[src/rtl/imem_loader_if.sv]
// rtl/imem_loader_if.sv - byte stream in, instruction-memory write port out
interface imem_loader_if #(
    parameter int ADDR_W = 5,
    parameter int DATA_W = 32
);
    logic [7:0]        in_data;
    logic              in_valid;
    logic              in_ready;
    logic [ADDR_W-1:0] mem_addr;
    logic [DATA_W-1:0] mem_din;
    logic              mem_wr;
    logic              mem_rd;

    // Loader side: consumes the byte stream, drives the memory port
    modport slave (
        input  in_data, in_valid,
        output in_ready, mem_addr, mem_din, mem_wr, mem_rd
    );

    // Source/memory side
    modport master (
        output in_data, in_valid,
        input  in_ready, mem_addr, mem_din, mem_wr, mem_rd
    );
endinterface

[src/rtl/imem_loader.sv]
// rtl/imem_loader.sv - assembles a byte-serial image into words and writes instruction memory
module imem_loader #(
    parameter int ADDR_W    = 5,
    parameter int BASE_ADDR = 4,
    parameter int DATA_W    = 32
) (
    input  logic              clk,
    input  logic              rst_n,
    imem_loader_if.slave      bus,
    input  logic              reload,
    output logic              load_done,
    output logic              load_err,
    output logic [ADDR_W-1:0] words_loaded
);
    // Largest image that fits between the reset PC and the top of memory
    localparam int MAX_WORDS = (1 << ADDR_W) - BASE_ADDR;

    typedef enum logic [2:0] {IDLE, BYTES, WRITE, DONE, ERR} state_t;

    state_t            state, state_d;
    logic [1:0]        byte_cnt, byte_cnt_d;
    logic [DATA_W-1:0] word, word_d;
    logic [7:0]        n_words, n_words_d;
    logic              in_ready_d;
    logic [ADDR_W-1:0] mem_addr_d;
    logic [DATA_W-1:0] mem_din_d;
    logic              mem_wr_d;
    logic              load_done_d;
    logic              load_err_d;
    logic [ADDR_W-1:0] words_loaded_d;
    logic              xfer;
    logic [DATA_W-1:0] shifted;

    assign xfer    = bus.in_valid && bus.in_ready;
    // Big-endian: the first byte ends up in the top lane after four shifts
    assign shifted = {word[DATA_W-9:0], bus.in_data};

    // Next state and next value of every registered output
    always_comb begin
        state_d        = state;
        byte_cnt_d     = byte_cnt;
        word_d         = word;
        n_words_d      = n_words;
        in_ready_d     = bus.in_ready;
        mem_addr_d     = bus.mem_addr;
        mem_din_d      = bus.mem_din;
        mem_wr_d       = 1'b0;
        load_done_d    = load_done;
        load_err_d     = load_err;
        words_loaded_d = words_loaded;
        case (state)
            IDLE: begin
                in_ready_d = 1'b1;
                if (xfer) begin
                    if (bus.in_data == 8'd0 || int'(bus.in_data) > MAX_WORDS) begin
                        state_d    = ERR;
                        in_ready_d = 1'b0;
                        load_err_d = 1'b1;
                    end else begin
                        state_d    = BYTES;
                        n_words_d  = bus.in_data;
                        mem_addr_d = ADDR_W'(BASE_ADDR);
                        byte_cnt_d = 2'd0;
                    end
                end
            end
            BYTES: begin
                in_ready_d = 1'b1;
                if (xfer) begin
                    word_d     = shifted;
                    byte_cnt_d = byte_cnt + 2'd1;
                    if (byte_cnt == 2'd3) begin
                        state_d    = WRITE;
                        mem_din_d  = shifted;
                        mem_wr_d   = 1'b1;
                        in_ready_d = 1'b0;
                    end
                end
            end
            WRITE: begin
                words_loaded_d = words_loaded + ADDR_W'(1);
                if (int'(words_loaded) + 1 == int'(n_words)) begin
                    // Pointer stays on the last written address
                    state_d     = DONE;
                    in_ready_d  = 1'b0;
                    load_done_d = 1'b1;
                end else begin
                    state_d    = BYTES;
                    in_ready_d = 1'b1;
                    mem_addr_d = bus.mem_addr + ADDR_W'(1);
                end
            end
            DONE: begin
                in_ready_d = 1'b0;
                if (reload) begin
                    state_d        = IDLE;
                    in_ready_d     = 1'b1;
                    load_done_d    = 1'b0;
                    words_loaded_d = '0;
                    mem_addr_d     = ADDR_W'(BASE_ADDR);
                end
            end
            ERR: begin
                in_ready_d = 1'b0;
                if (reload) begin
                    state_d    = IDLE;
                    in_ready_d = 1'b1;
                    load_err_d = 1'b0;
                end
            end
            default: begin
                state_d    = IDLE;
                in_ready_d = 1'b0;
            end
        endcase
    end

    // State and output registers; reset aborts any load in progress
    always_ff @(posedge clk or negedge rst_n) begin
        if (!rst_n) begin
            state        <= IDLE;
            byte_cnt     <= 2'd0;
            word         <= '0;
            n_words      <= 8'd0;
            bus.in_ready <= 1'b0;
            bus.mem_addr <= ADDR_W'(BASE_ADDR);
            bus.mem_din  <= '0;
            bus.mem_wr   <= 1'b0;
            bus.mem_rd   <= 1'b0;
            load_done    <= 1'b0;
            load_err     <= 1'b0;
            words_loaded <= '0;
        end else begin
            state        <= state_d;
            byte_cnt     <= byte_cnt_d;
            word         <= word_d;
            n_words      <= n_words_d;
            bus.in_ready <= in_ready_d;
            bus.mem_addr <= mem_addr_d;
            bus.mem_din  <= mem_din_d;
            bus.mem_wr   <= mem_wr_d;
            bus.mem_rd   <= 1'b0;
            load_done    <= load_done_d;
            load_err     <= load_err_d;
            words_loaded <= words_loaded_d;
        end
    end
endmodule

[src/flat_wrapper.sv]
// flat-port wrapper written by rule: the top's interface ports become plain ports
module imem_loader_flat 
#(
    parameter int ADDR_W    = 5,
    parameter int BASE_ADDR = 4,
    parameter int DATA_W    = 32
)
  (clk, rst_n, reload, load_done, load_err, words_loaded, bus_in_data, bus_in_valid, bus_in_ready, bus_mem_addr, bus_mem_din, bus_mem_wr, bus_mem_rd);
  imem_loader_if #(.ADDR_W(ADDR_W), .DATA_W(DATA_W)) bus_i ();
  input  logic clk;
  input  logic rst_n;
  input  logic reload;
  output logic load_done;
  output logic load_err;
  output logic [ADDR_W-1:0] words_loaded;
  input wire logic [$bits(bus_i.in_data)-1:0] bus_in_data;
  input wire logic [$bits(bus_i.in_valid)-1:0] bus_in_valid;
  output wire logic [$bits(bus_i.in_ready)-1:0] bus_in_ready;
  output wire logic [$bits(bus_i.mem_addr)-1:0] bus_mem_addr;
  output wire logic [$bits(bus_i.mem_din)-1:0] bus_mem_din;
  output wire logic [$bits(bus_i.mem_wr)-1:0] bus_mem_wr;
  output wire logic [$bits(bus_i.mem_rd)-1:0] bus_mem_rd;
  assign bus_i.in_data = bus_in_data;
  assign bus_i.in_valid = bus_in_valid;
  assign bus_in_ready = bus_i.in_ready;
  assign bus_mem_addr = bus_i.mem_addr;
  assign bus_mem_din = bus_i.mem_din;
  assign bus_mem_wr = bus_i.mem_wr;
  assign bus_mem_rd = bus_i.mem_rd;
  imem_loader #(.ADDR_W(ADDR_W), .BASE_ADDR(BASE_ADDR), .DATA_W(DATA_W)) u_core (.clk(clk), .rst_n(rst_n), .bus(bus_i), .reload(reload), .load_done(load_done), .load_err(load_err), .words_loaded(words_loaded));
endmodule
[config.mk]
export PLATFORM = sky130hd
export DESIGN_NAME = imem_loader_flat
export DESIGN_NICKNAME = d
export VERILOG_FILES = /design/src/rtl/imem_loader_if.sv /design/src/rtl/imem_loader.sv /design/src/flat_wrapper.sv
export SDC_FILE = /design/constraint.sdc
export NUM_CORES = 1
export LEC_CHECK = 0
export CAP_MARGIN = 20
export CORE_MARGIN = 8
export CORE_UTILIZATION = 48
export DETAILED_ROUTE_END_ITERATION = 10
export HOLD_SLACK_MARGIN = 0.03
export PLACE_DENSITY_LB_ADDON = 0.1
export SKIP_CTS_REPAIR_TIMING = 1
export SLEW_MARGIN = 20
export SYNTH_ARGS = -nofsm -noshare
export SYNTH_HDL_FRONTEND = slang
export SYNTH_SLANG_ARGS = --single-unit
export TNS_END_PERCENT = 100
[constraint.sdc]
create_clock -name clk -period 2.2 [get_ports clk]
set_input_delay 0.33 -clock clk [delete_from_list [all_inputs] [get_ports clk]]
set_output_delay 0.33 -clock clk [all_outputs]
set_load 0.02 [all_outputs]
# After elaboration in Yosys (flattened, before gate mapping)

Index checks and enable logic that the tools add are counted.

Bits in registers: 83
Bits of input ports: 12

Add/subtract/negate cells: 4
Equal/unequal tests: 16
Bitwise operators: 1
Reductions and logical operators: 18
Multiplexer cells: 34
Order comparisons: 1

Operators with widths:

| kind                                                                            | count |
|---|---|
| 32-bit by 9-bit equality test with 1-bit output                                 | 1 |
| 5-bit 2-to-1 mux                                                                | 5 |
| 3-bit 2-to-1 mux                                                                | 5 |
| 5-bit case mux with 3 select lines                                              | 1 |
| 1-bit 2-to-1 mux                                                                | 13 |
| 2-bit by 1-bit != test with 1-bit output, second input constant                 | 6 |
| 3-bit case mux with 4 select lines                                              | 1 |
| 4-bit AND reduction                                                             | 3 |
| 5-bit by 1-bit adder with 5-bit output, second input constant                   | 2 |
| 5-bit case mux with 2 select lines                                              | 1 |
| 3-bit AND reduction                                                             | 3 |
| 8-bit by 5-bit greater-than comparator with 1-bit output, second input constant | 1 |
| 8-bit logical NOT                                                               | 1 |
| 2-bit 2-to-1 mux                                                                | 4 |
| 2-bit != test, second input constant                                            | 4 |
| 5-bit by 1-bit adder with 6-bit output, second input constant                   | 1 |
| 3-bit by 2-bit equality test with 1-bit output, second input constant           | 2 |
| 2-bit nonzero test                                                              | 3 |
| 5-bit AND reduction                                                             | 1 |
| 1-bit case mux with 2 select lines                                              | 2 |
| 1-bit case mux with 4 select lines                                              | 1 |
| 2-bit case mux with 2 select lines                                              | 1 |
| 2-bit AND reduction                                                             | 2 |
| 3-bit by 1-bit equality test with 1-bit output, second input constant           | 1 |
| other kinds (9)                                                                 | 9 |

# Depth between registers and ports, before layout

Gate-level depths: netlist (run 1).

Depth in word-level cells: 5
Gate-level depth with buffers: 7
Gate-level depth less buffers: 7

# Worst setup path after synthesis (run 1)

Ideal clock, no wire load.

Kind: flip-flop to flip-flop
From: reg u_core.words_loaded[0]
To: reg u_core.bus.in_ready
Cell stages (with the launch flop): 8
Path slack: 238 ps
Period minus slack after synthesis: 1,962 ps
Arrival time: 1,839 ps
Buffers on the path: 0
Library setup time: 124 ps
Data required time: 2,076 ps
Cell sequence: dfrtp_1 > ha_1 > xor2_1 > nor4_1 > nand4_1 > nor2_2 > nor2_1 > a211o_1

Cells in the longest elaborated chain, start to end: 4

Ends and longest elaborated chain:

| element                                         | line                 | source |
|---|---|---|
| start, declared                                 | imem_loader.sv:13    | `output logic [ADDR_W-1:0] words_loaded` |
| start signal, assigned                          | imem_loader.sv:145   | `words_loaded <= words_loaded_d;` |
| 5-bit by 1-bit adder with 6-bit output          | imem_loader.sv:82    | `if (int'(words_loaded) + 1 == int'(n_words)) begin` |
| 32-bit by 9-bit equality test with 1-bit output | imem_loader.sv:82    |  |
| 1-bit 2-to-1 mux                                | imem_loader.sv:82    |  |
| 1-bit case mux with 4 select lines              | imem_loader.sv:51    | `case (state)` |
| net u_core.in_ready_d                           | imem_loader.sv:24    | `logic in_ready_d;` |
| end signal, assigned                            | imem_loader.sv:138   | `bus.in_ready <= in_ready_d;` |
| end, declared                                   | imem_loader_if.sv:17 | `output in_ready, mem_addr, mem_din, mem_wr, mem_rd` |

The timed path passes the listed nets, and every way through them passes these cells.
A chain may end at the register's enable or synchronous reset.

# Worst setup path in the final report (run 1)

From: reg u_core.words_loaded[2]
To: reg u_core.bus.mem_addr[4]

Cells in the longest elaborated chain, start to end: 4

Ends and longest elaborated chain:

| element                                         | line                 | source |
|---|---|---|
| 5-bit by 1-bit adder with 6-bit output          | imem_loader.sv:82    |  |
| 32-bit by 9-bit equality test with 1-bit output | imem_loader.sv:82    |  |
| 2-bit != test (no line)                         | -                    |  |
| 5-bit AND reduction (no line)                   | -                    |  |
| end signal, assigned                            | imem_loader.sv:126   | `bus.mem_addr <= ADDR_W'(BASE_ADDR);` |
| end signal, assigned                            | imem_loader.sv:139   | `bus.mem_addr <= mem_addr_d;` |
| end, declared                                   | imem_loader_if.sv:17 |  |

No other way between the ends.

==> results of run 1 <==
[flip-flops by register name (all words and copies together), names as in the netlist]
register             flops
u_core.bus.in_ready      1
u_core.bus.mem_addr      5
u_core.bus.mem_din      32
u_core.bus.mem_wr        1
u_core.byte_cnt          2
u_core.load_done         1
u_core.load_err          1
u_core.n_words           8
u_core.state             3
u_core.word             24
u_core.words_loaded      5
[layer usage]
metal	share of wire, %	wire, um	up-vias	global-route usage, %
met3	5.6	393	11	3.78
met4	1.8	129	0	6.87
li1	-	-	1103	-
met5	0	0	-	0
met1	45	3180	1190	18.3
met2	48	3360	52	23.3
[power by group through the flow]
stage / clock network, mW / logic, mW / registers, mW
floorplan: 0 / 1.08 / 2.82
global placement: 0 / 2.27 / 2.55
detailed placement: 0 / 2.31 / 2.57
CTS: 0.955 / 2.32 / 2.54
global route: 1.01 / 2.51 / 2.62
finish: 0.935 / 2.31 / 2.53
[final timing paths]
path                                        start                     end  depth (start not counted)
max                        u_core.words_loaded[2]  u_core.bus.mem_addr[4]                          6
min                             u_core.n_words[7]       u_core.n_words[7]                          1
max reg2reg                u_core.words_loaded[2]  u_core.bus.mem_addr[4]                          6
min reg2reg                     u_core.n_words[7]       u_core.n_words[7]                          1
max in group asynchronous                   rst_n      u_core.byte_cnt[1]                          3
min in group asynchronous                   rst_n       u_core.bus.mem_wr                          2
[cell type report]
cell class,count,area (um^2)
Timing Repair Buffer,77,746
Fill cell,611,2660
Inverter,6,22.5
Multi-Input combinational cell,164,1340
Clock buffer,11,131
Tap cell,99,124
Clock inverter,4,28.8
Sequential cell,83,2080
[cell families after synthesis]
group | synth area share (%)
fa+ha+maj | 1.07
mux | 19.6
compound gates | 7.94
simple gates | 7.87
flops | 59.4
other cells | 0.107
xor+xnor | 1.50
buf+inv | 2.47
[layout by cell type (no fill, tap or decap), drive strengths merged, types with 2 or more instances in the layout]
master,n
xnor2,4
o31ai,2
clkinvlp,2
nand3,10
dfrtp,82
xor2,2
nor2b,3
clkdlybuf4s50,56
and2,4
nor2,7
a31oi,2
ha,3
nor3,4
buf,20
clkbuf,11
o211ai,3
o21ai,16
a21oi,5
clkinv,2
nand4,3
or4,3
nand2,15
a211oi,2
mux2,61
inv,6
or3,2
==> qor.csv, run 1 <==
stage,metric,value,unit
timing,min_period,1.98,ns
synthesis,netlist_instances,265,
floorplan,die_y,101,um
worst_setup_path,required,2.49,ns
clocking,ctsHtreeMaxLevel,3,
power_and_ir_drop,power.total,5.77,mW
worst_setup_path,crit_path_top_delay_cell,dfrtp_1,
clocking,cts_root_buf,clkbuf_8,
timing,max_freq,0.505,GHz
grt,antenna_found_initial,0,
worst_setup_path,startpoint_type,flip-flop,
placement,dp.cells,428,
clocking,cts_tree,built,
grt,grt_usage,14.7,%
final_layout,area_growth,27.9,%
synthesis,synthTopCellsByCount,"dfrtp_1, mux2_2, o21ai_0, nand2_1, nand3_1",
grt,grt_first_pass_wirelength,11.8,mm
worst_setup_path,crit_type,reg -> reg,
synthesis,syn_nets,280,
timing,worst_pin_slew,0.546,ns
timing,setup_slack,0.220,ns
routing,routedWlPerCell,15.9,um
synthesis,yosysMostFrequentCell,dfrtp_1,
synthesis,synth.avg_cell_area,13.2,um^2
worst_setup_path,rrSetupSlack,0.22,ns
final_layout,fin_nets,356,
final_layout,insertedDiodeCount,0,
power_and_ir_drop,p_per_area,1290,mW/mm^2
power_and_ir_drop,vdd_ir_drop_max,0.000764,V
floorplan,core-area,0.00714,mm^2
placement,dp_hpwl,4.97,mm
routing,first_iter_violations,80,
synthesis,synthDistinctLibCells,44,
timing,fin_skew,0.0120,ns
placement,dpl_cell_area,0.00430,mm^2
routing,drc,0,
grt,overflow,0,
grt,grt_pass1_vias,2468,
power_and_ir_drop,leakagePower,2.03,nW
worst_setup_path,worstPathCellList,"nand2_2, or3_1, nand4_1, nor2_4, or4_1, nand3_1",
outcome,status,finished clean,
floorplan,die_w,101,um
synthesis,ys_seq_elements,83,
synthesis,netlist_area,0.00350,mm^2
power_and_ir_drop,p_sw_share,35.8,%
timing,hold_viol_final,0,
synthesis,synth-edff-count,0,
routing,routed_wirelength,7.06,mm
final_layout,fin_util,62.7,%
routing,vias,2356,
worst_hold_path,hold_class,reg -> reg,
run,drv_cap,0,
synthesis,async_flop_share,100,%
synthesis,synthDominantCellAreaShare,58.7,%
timing,rsz0062_at_grt,no,
floorplan,ios,59,
clocking,max-clock-path-buffers,2,
power_and_ir_drop,p_clk_share,16.2,%
final_layout,drive_above_1_share,29.6,%
placement,routabilityCongestion,0.846,
clocking,path_clk_slew,0.09,ns
timing,setup_viol,0,
clocking,cts_buffers,9,
timing,fin_crit_sh,90.0,%
worst_setup_path,cp_num_buf_inv,0,
grt,grt_max_degree,43,
clocking,clk_latency,0.35,ns
final_layout,finalNonFillerCells,444,
worst_setup_path,cp.arrival,2.27,ns
routing,ant_nets,0,
worst_setup_path,critPathTopFamily,simple AND/OR/NAND/NOR gates,
placement,pre_cts_ws,-0.0687,ns
power_and_ir_drop,p_comb_share,39.9,%
power_and_ir_drop,power_frac_seq,43.9,%
floorplan,die_area,0.0103,mm^2
worst_setup_path,cp-end-kind,flip-flop,
timing,slew-limit-headroom,63.6,%
routing,vias_per_cell,5.31,
synthesis,yosys-top-cells-area,"dfrtp_1, mux2_2, o21ai_0, nand2_1, nand3_1",
worst_setup_path,slowest_delay,0.56,ns
timing,whs,0.494,ns
placement,io_buffers,57,
synthesis,synthFlopType,dfrtp_1,
synthesis,synth_seq_area_share,59.4,%
timing,final.setup.tns,0,ns
worst_setup_path,critPathMaxFanout,11,
synthesis,yosysTopAreaCell,dfrtp_1,
routing,dr.pass1.iters,4,
floorplan,initial_core_util,49.0,%
clocking,cts.sinks,83,
power_and_ir_drop,power.net_switching,2.07,mW
timing,drv_slew,0,
final_layout,design_area,0.00447,mm^2
power_and_ir_drop,internal_power,3.71,mW
floorplan,rows,31,
synthesis,yosys_warnings,0,
Note: power is estimated with default switching activity, not from simulation.
==> run 2: changes to the inputs <==
Settings changed: PLACE_DENSITY set to 0.85, PLACE_DENSITY_LB_ADDON 0.1 to unset.
==> qor.csv, run 2 (synthesis results as in run 1) <==
stage,metric,value,unit,change
outcome,status,finished clean,,
grt,grt_usage,14.7,%,about the same
placement,dp_hpwl,5.00,mm,+0.68%
power_and_ir_drop,internal_power,3.76,mW,+1.4%
worst_setup_path,crit_type,reg -> reg,,
routing,drc,0,,unchanged
final_layout,fin_util,63.2,%,+0.47 points
run,drv_cap,0,,unchanged
floorplan,initial_core_util,49.0,%,unchanged
floorplan,die_y,101,um,unchanged
final_layout,multi_input_area,0.00134,mm^2,-0.37%
timing,rsz0062_at_grt,no,,
routing,routedWlPerCell,15.7,um,-1.5%
power_and_ir_drop,power.net_switching,2.11,mW,+2.1%
routing,first_iter_violations,158,,+98%
final_layout,fillers,552,,-9.7%
grt,grt_pass1_vias,2427,,-1.7%
final_layout,mostFrequentLayoutCell,dfrtp_1,,
power_and_ir_drop,power_frac_seq,43.2,%,-0.7 points
floorplan,die_w,101,um,unchanged
grt,antenna_found_initial,0,,unchanged
final_layout,insertedDiodeCount,0,,unchanged
timing,min_period,2.00,ns,+0.0154 ns
clocking,cts_root_buf,clkbuf_8,,
clocking,ctsHtreeMaxLevel,3,,unchanged
routing,vias,2340,,-0.68%
worst_hold_path,hold_class,in -> async,,
power_and_ir_drop,p_clk_share,17.3,%,+1.1 points
clocking,clk_latency,0.36,ns,about the same
worst_setup_path,cp.arrival,2.27,ns,about the same
placement,routabilityCongestion,0.805,,-4.8%
clocking,path_clk_slew,0.09,ns,about the same
final_layout,drive_above_1_share,30.7,%,+1.2 points
worst_setup_path,critPathMaxFanout,5,,-6
clocking,cts_tree,built,,
grt,grt_max_degree,51,,+19%
power_and_ir_drop,p_sw_share,35.9,%,+0.15 points
timing,drv_slew,0,,unchanged
power_and_ir_drop,leakagePower,2.06,nW,+1.2%
grt,overflow,0,,unchanged
clocking,cts.sinks,83,,unchanged
floorplan,core-area,0.00714,mm^2,unchanged
grt,grt_first_pass_wirelength,11.9,mm,+0.70%
final_layout,area_growth,28.9,%,
timing,max_freq,0.501,GHz,-0.77%
power_and_ir_drop,power.total,5.87,mW,+1.7%
routing,ant_nets,0,,unchanged
worst_setup_path,required,2.47,ns,-0.02 ns
timing,fin_skew,0.0125,ns,+0.000494 ns
worst_setup_path,rrSetupSlack,0.20,ns,-0.02 ns
final_layout,largest_reg_flops,32,,unchanged
placement,io_buffers,57,,unchanged
timing,final.setup.tns,0,ns,unchanged
power_and_ir_drop,p_per_area,1300,mW/mm^2,+0.90%
power_and_ir_drop,vdd_ir_drop_max,0.000696,V,-8.8%
final_layout,reg.largest.list,"u_core.bus.mem_din (32), u_core.word (24), u_core.n_words (8)",,
floorplan,rows,31,,unchanged
floorplan,ios,59,,unchanged
worst_setup_path,cp-end-kind,flip-flop,,
final_layout,regArea,0.00208,mm^2,unchanged
clocking,max-clock-path-buffers,2,,unchanged
power_and_ir_drop,p_comb_share,39.5,%,-0.4 points
floorplan,die_area,0.0103,mm^2,unchanged
final_layout,fin_nets,358,,+0.56%
worst_setup_path,startpoint_type,flip-flop,,
routing,routed_wirelength,7.01,mm,-0.82%
routing,vias_per_cell,5.23,,-1.3%
clocking,cts_buffers,9,,unchanged
timing,fin_crit_sh,90.7,%,+0.70 points
timing,setup_viol,0,,unchanged
final_layout,layout_common_cells,"dfrtp_1, mux2_2, clkdlybuf4s50_1, buf_4, o21ai_0",,
routing,dr.pass1.iters,4,,unchanged
final_layout,regMostFlops,u_core.bus.mem_din,,
timing,hold_viol_final,0,,unchanged
==> run 2: cell count changes in the layout (fill, tap and decap cells not counted), sizes merged <==
cell	delta
inv	+2
buf	+2
clkbuf	-1
==> run 2: metal layers <==
layer  track usage, %  up-vias  wire (um)  share of wire [%]
met5                0        -          0                  0
met4             6.87        0        178                2.5
met3             3.02       17        353                5.0
met2             24.8       67       3520                 50
met1             17.5     1141       2950                 42
li1                 -     1115          -                  -
==> run 2: stage by stage <==
step	instance area [um^2]	setup slack, ns	hold slack [ns]	cells
4_1_cts	4500	0.206	-0.0876	446
5_1_grt	4510	0.0114	0.501	447
6_report	4510	0.205	0.461	447
2_1_floorplan	3500	0.238	0.0344	265
3_3_place_gp	4310	-0.0544	0.303	430
3_5_place_dp	4310	-0.0633	0.307	430
==> run 2: cell type report <==
class | count | share of cell area (%)
Multi-Input combinational cell | 164 | 29.7
Tap cell | 99 | 2.75
Clock inverter | 6 | 1.03
Clock buffer | 10 | 3.05
Sequential cell | 83 | 46.1
Inverter | 6 | 0.500
Timing Repair Buffer | 79 | 16.9
==> run 2: power groups by stage <==
stage               sequential (mW)  combinational (mW)  clock (mW)
floorplan                      2.82                1.08           0
global placement               2.53                2.26           0
detailed placement             2.56                2.34           0
CTS                            2.54                2.35        1.04
global route                   2.62                2.52        1.11
finish                         2.53                2.32        1.02
==> run 2: critical path, stage by stage, from the launching register on <==
cell     delay [ns]
dfrtp_1        0.39
ha_1           0.35
xor2_1         0.15
nor4_1         0.17
nand4_1        0.19
nor2_2         0.25
buf_4          0.16
nand3_1        0.08
a21oi_1        0.17
==> run 2: worst paths after layout <==
path	startpoint	to	cells past startpoint
worst max register to register	u_core.words_loaded[0]	u_core.state[1]	8
min in group clk	u_core.n_words[7]	u_core.n_words[7]	1
max in group asynchronous	rst_n	u_core.n_words[1]	3
worst min register to register	u_core.n_words[7]	u_core.n_words[7]	1
worst max-delay path	u_core.words_loaded[0]	u_core.state[1]	8
worst min-delay path	rst_n	u_core.word[21]	2
==> run 3: changes to the inputs <==
==> constraint.sdc (replaced) <==
create_clock -name clk -period 2.2 [get_ports clk]
set_input_delay 0.33 -clock clk [delete_from_list [all_inputs] [get_ports clk]]
set_output_delay 0.33 -clock clk [all_outputs]
set_load 0.005 [all_outputs]
==> results of run 3 <==
The final DEF is identical to that of run 2. Status: finished clean.
Main changes from that run: total power 5.87 mW -> 5.53 mW; worst IR drop on VDD 0.000696 V -> 0.000691 V
